--- config.mk ---
export PLATFORM = sky130hd
export DESIGN_NAME = uart_rx_engine
export DESIGN_NICKNAME = d
export VERILOG_FILES = /design/src/rtl/uart_rx_engine_pkg.sv /design/src/rtl/uart_rx_engine_baud_sel.sv /design/src/rtl/uart_rx_engine.sv
export SDC_FILE = /design/constraint.sdc
export NUM_CORES = 1
export LEC_CHECK = 0
export CAP_MARGIN = 20
export CORE_MARGIN = 1
export CORE_UTILIZATION = 55
export DETAILED_ROUTE_END_ITERATION = 16
export MAX_ROUTING_LAYER = met4
export PLACE_DENSITY_LB_ADDON = 0.08
export SLEW_MARGIN = 10
export SYNTH_ARGS = -nofsm -noshare
export SYNTH_HDL_FRONTEND = slang
export SYNTH_SLANG_ARGS = --single-unit
--- constraint.sdc ---
create_clock -name clk -period 3.4 [get_ports clk]
set_input_delay 0.68 -clock clk [delete_from_list [all_inputs] [get_ports clk]]
set_output_delay 0.68 -clock clk [all_outputs]
set_load 0.03 [all_outputs]
--- src/rtl/uart_rx_engine_pkg.sv ---
// Shared UART definitions: counter width, FSM state encoding, baud-table ROM.
// Shared by the receive and transmit engines.
package uart_rx_engine_pkg;

  localparam int unsigned CntW = 19;

  typedef enum logic [1:0] {
    StIdle,
    StStart,
    StShift,
    StDone
  } rx_state_e;

  // Clock counts per bit for 100 MHz. Unused codes fall back to the 115200 entry.
  function automatic logic [CntW-1:0] baud_count(input logic [3:0] sel);
    case (sel)
      4'h0:    return 19'd333333;
      4'h1:    return 19'd83333;
      4'h2:    return 19'd41667;
      4'h3:    return 19'd20833;
      4'h4:    return 19'd10417;
      4'h5:    return 19'd5208;
      4'h6:    return 19'd2604;
      4'h7:    return 19'd1736;
      4'h8:    return 19'd868;
      4'h9:    return 19'd434;
      4'hA:    return 19'd217;
      4'hB:    return 19'd109;
      default: return 19'd868;
    endcase
  endfunction

endpackage

--- src/rtl/uart_rx_engine_baud_sel.sv ---
// BAUD index to bit-time count lookup (combinational ROM).
// Shared with the transmit engine.
module uart_rx_engine_baud_sel
  import uart_rx_engine_pkg::*;
(
  input  logic [3:0]      i_baud,
  output logic [CntW-1:0] o_count
);

  assign o_count = baud_count(i_baud);

endmodule

--- src/rtl/uart_rx_engine.sv ---
// UART receive engine: synchronizes RX, recovers start/data/parity/stop frames and
// presents the byte with parity, framing and overrun status.
module uart_rx_engine
  import uart_rx_engine_pkg::*;
#(
  parameter int unsigned BIT_DIV = 1
) (
  input  logic       clk,
  input  logic       rst,
  input  logic       RX,
  input  logic       EIGHT,
  input  logic       PEN,
  input  logic       OHEL,
  input  logic [3:0] BAUD,
  input  logic       clr_rdy,
  output logic [7:0] rx_data,
  output logic       rxrdy,
  output logic       perr,
  output logic       ferr,
  output logic       ovf
);

  localparam logic [CntW-1:0] DivW = CntW'(BIT_DIV);

  rx_state_e       r_state;
  logic            r_rx_meta;
  logic            r_rx_s;
  logic [CntW-1:0] r_cnt;
  logic [CntW-1:0] r_k;
  logic [3:0]      r_bit_idx;
  logic [9:0]      r_shift;
  logic            r_eight;
  logic            r_pen;
  logic            r_ohel;
  logic [7:0]      r_rx_data;
  logic            r_rxrdy;
  logic            r_perr;
  logic            r_ferr;
  logic            r_ovf;

  logic [CntW-1:0] w_table_cnt;
  logic [CntW-1:0] w_k;
  logic [CntW-1:0] w_half;
  logic [CntW-1:0] w_k_m1;
  logic [3:0]      w_nbits;
  logic [9:0]      w_frame;
  logic [7:0]      w_data;
  logic            w_par;
  logic            w_stop;
  logic            w_perr;

  uart_rx_engine_baud_sel u_baud_sel (
    .i_baud  (BAUD),
    .o_count (w_table_cnt)
  );

  assign w_k     = w_table_cnt / DivW;
  assign w_half  = r_k >> 1;
  assign w_k_m1  = r_k - 1'b1;
  assign w_nbits = (r_eight ? 4'd9 : 4'd8) + {3'b000, r_pen};

  // Bits enter at the MSB, so the received frame sits in the top w_nbits positions.
  assign w_frame = r_shift >> (4'd10 - w_nbits);
  assign w_data  = r_eight ? w_frame[7:0] : {1'b0, w_frame[6:0]};
  assign w_par   = r_eight ? w_frame[8] : w_frame[7];
  assign w_stop  = w_frame[w_nbits - 4'd1];
  assign w_perr  = r_pen & ((^w_data ^ w_par) != r_ohel);

  always_ff @(posedge clk) begin
    if (rst) begin
      r_state   <= StIdle;
      r_rx_meta <= 1'b1;
      r_rx_s    <= 1'b1;
      r_cnt     <= '0;
      r_k       <= '0;
      r_bit_idx <= '0;
      r_shift   <= '0;
      r_eight   <= 1'b0;
      r_pen     <= 1'b0;
      r_ohel    <= 1'b0;
      r_rx_data <= '0;
      r_rxrdy   <= 1'b0;
      r_perr    <= 1'b0;
      r_ferr    <= 1'b0;
      r_ovf     <= 1'b0;
    end else begin
      r_rx_meta <= RX;
      r_rx_s    <= r_rx_meta;
      if (clr_rdy) begin
        r_rxrdy <= 1'b0;
        r_ovf   <= 1'b0;
      end
      unique case (r_state)
        StIdle: begin
          if (!r_rx_s) begin
            r_state <= StStart;
            r_cnt   <= '0;
            r_eight <= EIGHT;
            r_pen   <= PEN;
            r_ohel  <= OHEL;
            r_k     <= w_k;
          end
        end
        StStart: begin
          if (r_cnt == w_half) begin
            r_cnt     <= '0;
            r_bit_idx <= '0;
            r_state   <= r_rx_s ? StIdle : StShift;
          end else begin
            r_cnt <= r_cnt + 1'b1;
          end
        end
        StShift: begin
          if (r_cnt == w_k_m1) begin
            r_cnt   <= '0;
            r_shift <= {r_rx_s, r_shift[9:1]};
            if (r_bit_idx == w_nbits - 4'd1) begin
              r_state <= StDone;
            end else begin
              r_bit_idx <= r_bit_idx + 1'b1;
            end
          end else begin
            r_cnt <= r_cnt + 1'b1;
          end
        end
        StDone: begin
          r_rx_data <= w_data;
          r_perr    <= w_perr;
          r_ferr    <= ~w_stop;
          r_rxrdy   <= 1'b1;
          // A coincident read retires the old byte, so ovf keeps its value.
          r_ovf     <= r_ovf | (r_rxrdy & ~clr_rdy);
          r_state   <= StIdle;
        end
        default: r_state <= StIdle;
      endcase
    end
  end

  assign rx_data = r_rx_data;
  assign rxrdy   = r_rxrdy;
  assign perr    = r_perr;
  assign ferr    = r_ferr;
  assign ovf     = r_ovf;

endmodule

**Word-level counts from Yosys, hierarchy flattened**

Memory sizes are Yosys's and may differ from the RTL's. A register that Yosys moved wholly into a read port is not among the register bits.
Index checks and enable logic that the tools add are counted.

- Bits of input ports: 11
- Memories kept: 1
- Logic and storage cells: 75
- ROM bits: 288
- Flip-flop bits (word level): 71

Memories:

| name | depth | bits a word | read ports | clocked after Yosys merged registers in | write ports | RTL line | source |
|---|---|---|---|---|---|---|---|
| (no name shown) | 16 | 18 | 1 | 1 | 0 | uart_rx_engine_pkg.sv:16 | `case (sel)` |

- Reduce and logical (&&, ||, !) cells: 10
- Order comparisons: 1
- Multiplexer cells: 22
- Shifts and indexed selects: 1
- Bitwise logic cells: 7
- Add/subtract/negate cells: 6
- Eq/ne operators: 12

Operators with widths:

| cell | count |
|---|---|
| $mux 19 | 3 |
| $pmux 19 s3 | 1 |
| $add 19x1->19 const B | 1 |
| $eq 19x18->1 | 1 |
| $eq 19x19->1 | 1 |
| $sub 19x1->19 const B | 1 |
| $mux 4 | 3 |
| $mux 2 | 5 |
| $ne 2x2->1 const B | 5 |
| $shr 10x4->10 | 1 |
| $mux 8 | 1 |
| $pmux 2 s4 | 1 |
| $pmux 4 s2 | 1 |
| $reduce_and 4->1 | 2 |
| $reduce_xor 8->1 | 1 |
| $mux 1 | 6 |
| $reduce_and 2->1 | 3 |
| $lt 4x5->1 const B | 1 |
| $add 4x1->4 | 1 |
| $add 4x1->4 const B | 1 |
| $bmux 1 s4 | 1 |
| $eq 2x2->1 const B | 2 |
| $eq 4x4->1 | 1 |
| $reduce_bool 2->1 | 2 |
| 10 further kinds | 13 |

**Logic depth before layout (Yosys ltp)**

- Depth in word-level cells: 9
- Mapped depth: 12

**By module**

A second synthesis with hierarchy kept.

- Cells, all modules: 638
- Area total of the unflattened synthesis: 4,909.7 um^2

By module, submodules not included:

| module | cells each | instances | area an instance (um^2) |
|---|---|---|---|
| uart_rx_engine | 582 | 1 | 4,514.3 |
| uart_rx_engine_baud_sel | 56 | 1 | 395.4 |

**Least setup slack after synthesis**

No wires, ideal clock.

- Path kind: register to register
- From: reg r_k[0]
- To: reg r_bit_idx[3]
- Buffers on the path: 1
- Arrival: 3,160 ps
- Path slack: 170 ps
- Cell stages (with the launch flop): 12
- Setup time: 70 ps
- Path through: dfxtp_1 -> inv_1 -> ha_1 -> clkbuf_2 -> or4b_2 -> nor4_2 -> mux2_2 -> a31oi_1 -> o211ai_1 -> o31a_1 -> or4_1 -> a21oi_1

- Word-level cells in the longest chain between the ends: 4

Ends and longest elaborated chain:

| what | RTL line | source |
|---|---|---|
| start: declaration | uart_rx_engine.sv:29 | `logic [CntW-1:0] r_k;` |
| $sub 19x1->19 | uart_rx_engine.sv:59 | `assign w_k_m1 = r_k - 1'b1;` |
| $eq 19x19->1 | uart_rx_engine.sv:114 | `if (r_cnt == w_k_m1) begin` |
| $ne 2x2->1 (no source line) | -- |  |
| $reduce_and 4->1 (no source line) | -- |  |
| end signal: assignment | uart_rx_engine.sv:120 | `r_bit_idx <= r_bit_idx + 1'b1;` |
| end: declaration | uart_rx_engine.sv:30 | `logic [3:0] r_bit_idx;` |

Every way passes these cells.
A chain may end at the register's enable or synchronous reset.

**Final worst setup path**

- From: reg r_k[7]
- To: reg r_bit_idx[3]

- Word-level cells in the longest chain between the ends: 4

Ends and longest elaborated chain:

| what | RTL line |
|---|---|
| $sub 19x1->19 | uart_rx_engine.sv:59 |
| $eq 19x19->1 | uart_rx_engine.sv:114 |
| $ne 2x2->1 (no source line) | -- |
| $reduce_and 4->1 (no source line) (*) | -- |

Mark *: on every way between the ends. The rest lies on a longest branch, timed or not.

==> metrics.txt <==
status complete, no violations; nets 636; most common cell after layout, fill and taps aside nand2_1; PnR Total Power 1.96 mW; final setup vio count 0; hold slack 0.432 ns; antenna diode count 0; CP Data Arrival Time 3.56 ns; core area 8300 um^2; vias in the first global route ~4000; Avg Inst Size Synth a little under 8 um^2; placer congestion estimate 0.931; Cell variety after synth 62; Max VDD drop 0.000194 V; total negative slack 0 ns; Crit Path Max Fanout 7; number of synthesized flops with an enable pin 0; most frequent cells in the layout nand2_1 (74), dfxtp_1 (70), nor2_1 (47), a21oi_1 (37), xnor2_1 (31); Worst Path Required 3.69 ns; final worst-path cycle share 0.961; Tot GR Track Use 0.281; DRT antenna net count 0; DPL Wire Length just over 8000 um; Final Hold Vio Count 0; latest clock arrival within the worst-skew pair 0.36 ns; final core utilization 0.634; Die H 95.0 um; Ys Warns 0; Synth-to-Final Area Change 10.8%; PortBufs 22; TritonCTS clock tree yes; post-DR vias/cell 6.02; LEAKAGE 2.00 nW; syn_nets 638; die area 9020 um^2; Bufs on Longest Clock Path 2; First DRT Iteration DRCs 193; CTS root buffer clkbuf_8; crit path kind reg -> reg; worst min-delay path class reg -> reg; Routed WL between 10000 and 15000 um; max_cap viols 0; DR vias 4328; pin count of the biggest net entering global routing 48; Seq/Total Area, Yosys 0.295; first-pass GRT wire length 19000 um; Synth Cell Area 4750 um^2; CTS Sinks 70; WL per Instance 16.0 um; post-layout minimum cycle time between 3 and 4 ns; FF+latch count, synth 70; Top FF cell, synth dfxtp_1; grt total ovfl 0; Max Freq approximately 300 MHz; Max-slew headroom 0.288; clock skew 0.0145 ns; antenna violations before repair 0; post-route DRC violation count 0; slew at the pin with the worst max-slew slack 1.07 ns; Pins Over Slew Limit 0; CP startpoint kind flop; # rows 33; CTS Hold Bufs 0; fraction of layout cells with a size suffix above 1 0.0831; drt first pass iters 4; Crit. End Element flop; TritonCTS Buffers 9; Die X-Extent 95.0 um; I/O pin count 23; PD cells 373 nW/um^2; Syn Inst Count 612; fillers 754; Async S/R FF share, synth 0; # H-tree levels 3; Initial Util 0.573; Clk pin slew, worst setup/hold paths about 0.080 ns
[worst max-delay path, cell delays in order (launching register included)]
cell and delay, ns:
dfxtp_1 0.38, or4_1 0.68, nor4bb_1 0.41, xnor2_1 0.17, nand4_1 0.14, a2111o_1 0.48
o31a_1 0.34, or4_1 0.48, a21oi_1 0.15
[timing repair]
action / in CTS / in global routing
setup endpoints to repair: 1 / 2
resized for setup: 1 / 1
pin swaps: 0 / 2
setup buffers: 0 / 3
[sequential cells by signal, indices dropped and copies added (netlist names), 4 cells and up, named ones only]
signal,flops
r_shift,10
r_bit_idx,4
r_k,18
r_cnt,19
rx_data,8
[routing by layer]
layer  vias to the layer above  global-route usage  wire, um
li1                       2142                   -         -
met3                        20              0.0386       392
met5                         -                   -         0
met4                         0               0.119       264
met2                       102               0.432      5220
met1                      2064               0.370      5630
[cell families (layout without fill, tap and decap cells)]
group / Yosys count / in the layout / synth area share
buf+inv: 73 / 75 / 0.0608
xor+xnor: 49 / 49 / 0.0903
flops: 70 / 70 / 0.295
fa+ha+maj: 15 / 15 / 0.0395
compound gates: 118 / 118 / 0.168
mux: 22 / 22 / 0.0574
simple gates: 265 / 265 / 0.289
[Yosys cell counts (16+ instances only)]
cell      count  share of area
nand2b_1     18          0.024
nor2_1       47          0.037
mux2i_1      16          0.034
xnor2_1      31          0.057
inv_1        19          0.015
nand2_1      74          0.058
dfxtp_1      70           0.29
a21oi_1      37          0.039
clkbuf_1     46          0.036
nor3_1       22          0.023
xor2_1       18          0.033
nor2b_1      18          0.024
nand3_1      21          0.022
[layout make-up]
cell class | instances | area (um^2) | share of cell area
Multi-Input combinational cell | 469 | 3080 | 0.585
Inverter | 19 | 71.3 | 0.0135
Timing Repair Buffer | 41 | 363 | 0.0689
Clock buffer | 10 | 138 | 0.0261
Clock inverter | 5 | 82.6 | 0.0157
Sequential cell | 70 | 1400 | 0.266
Tap cell | 105 | 131 | 0.0250
[worst paths after layout]
check                 start            to  slack, ns  cells after the start
hold / removal    r_rx_meta        r_rx_s       0.43                      1
setup / recovery     r_k[7]  r_bit_idx[3]       0.13                      8
setup reg to reg     r_k[7]  r_bit_idx[3]       0.13                      8
hold reg to reg   r_rx_meta        r_rx_s       0.43                      1
[stage by stage]
stage	cells	instance area [um^2]	setup WS, ns
after floorplan	612	4750	0.170
after global placement	701	5010	0.101
after detailed placement	701	5010	0.00422
after CTS	716	5240	0.0467
after global routing	719	5260	-0.0158
final	719	5260	0.133
[where the power goes]
| part | switching (mW) | total (mW) | internal, mW |
|---|---|---|---|
| Clock | 0.321 | 0.752 | 0.431 |
| Sequential | 0.0198 | 0.854 | 0.834 |
| Combinational | 0.205 | 0.358 | 0.152 |
| Total | 0.546 | 1.96 | 1.42 |
No activity file was read; power rests on OpenSTA's default activity.
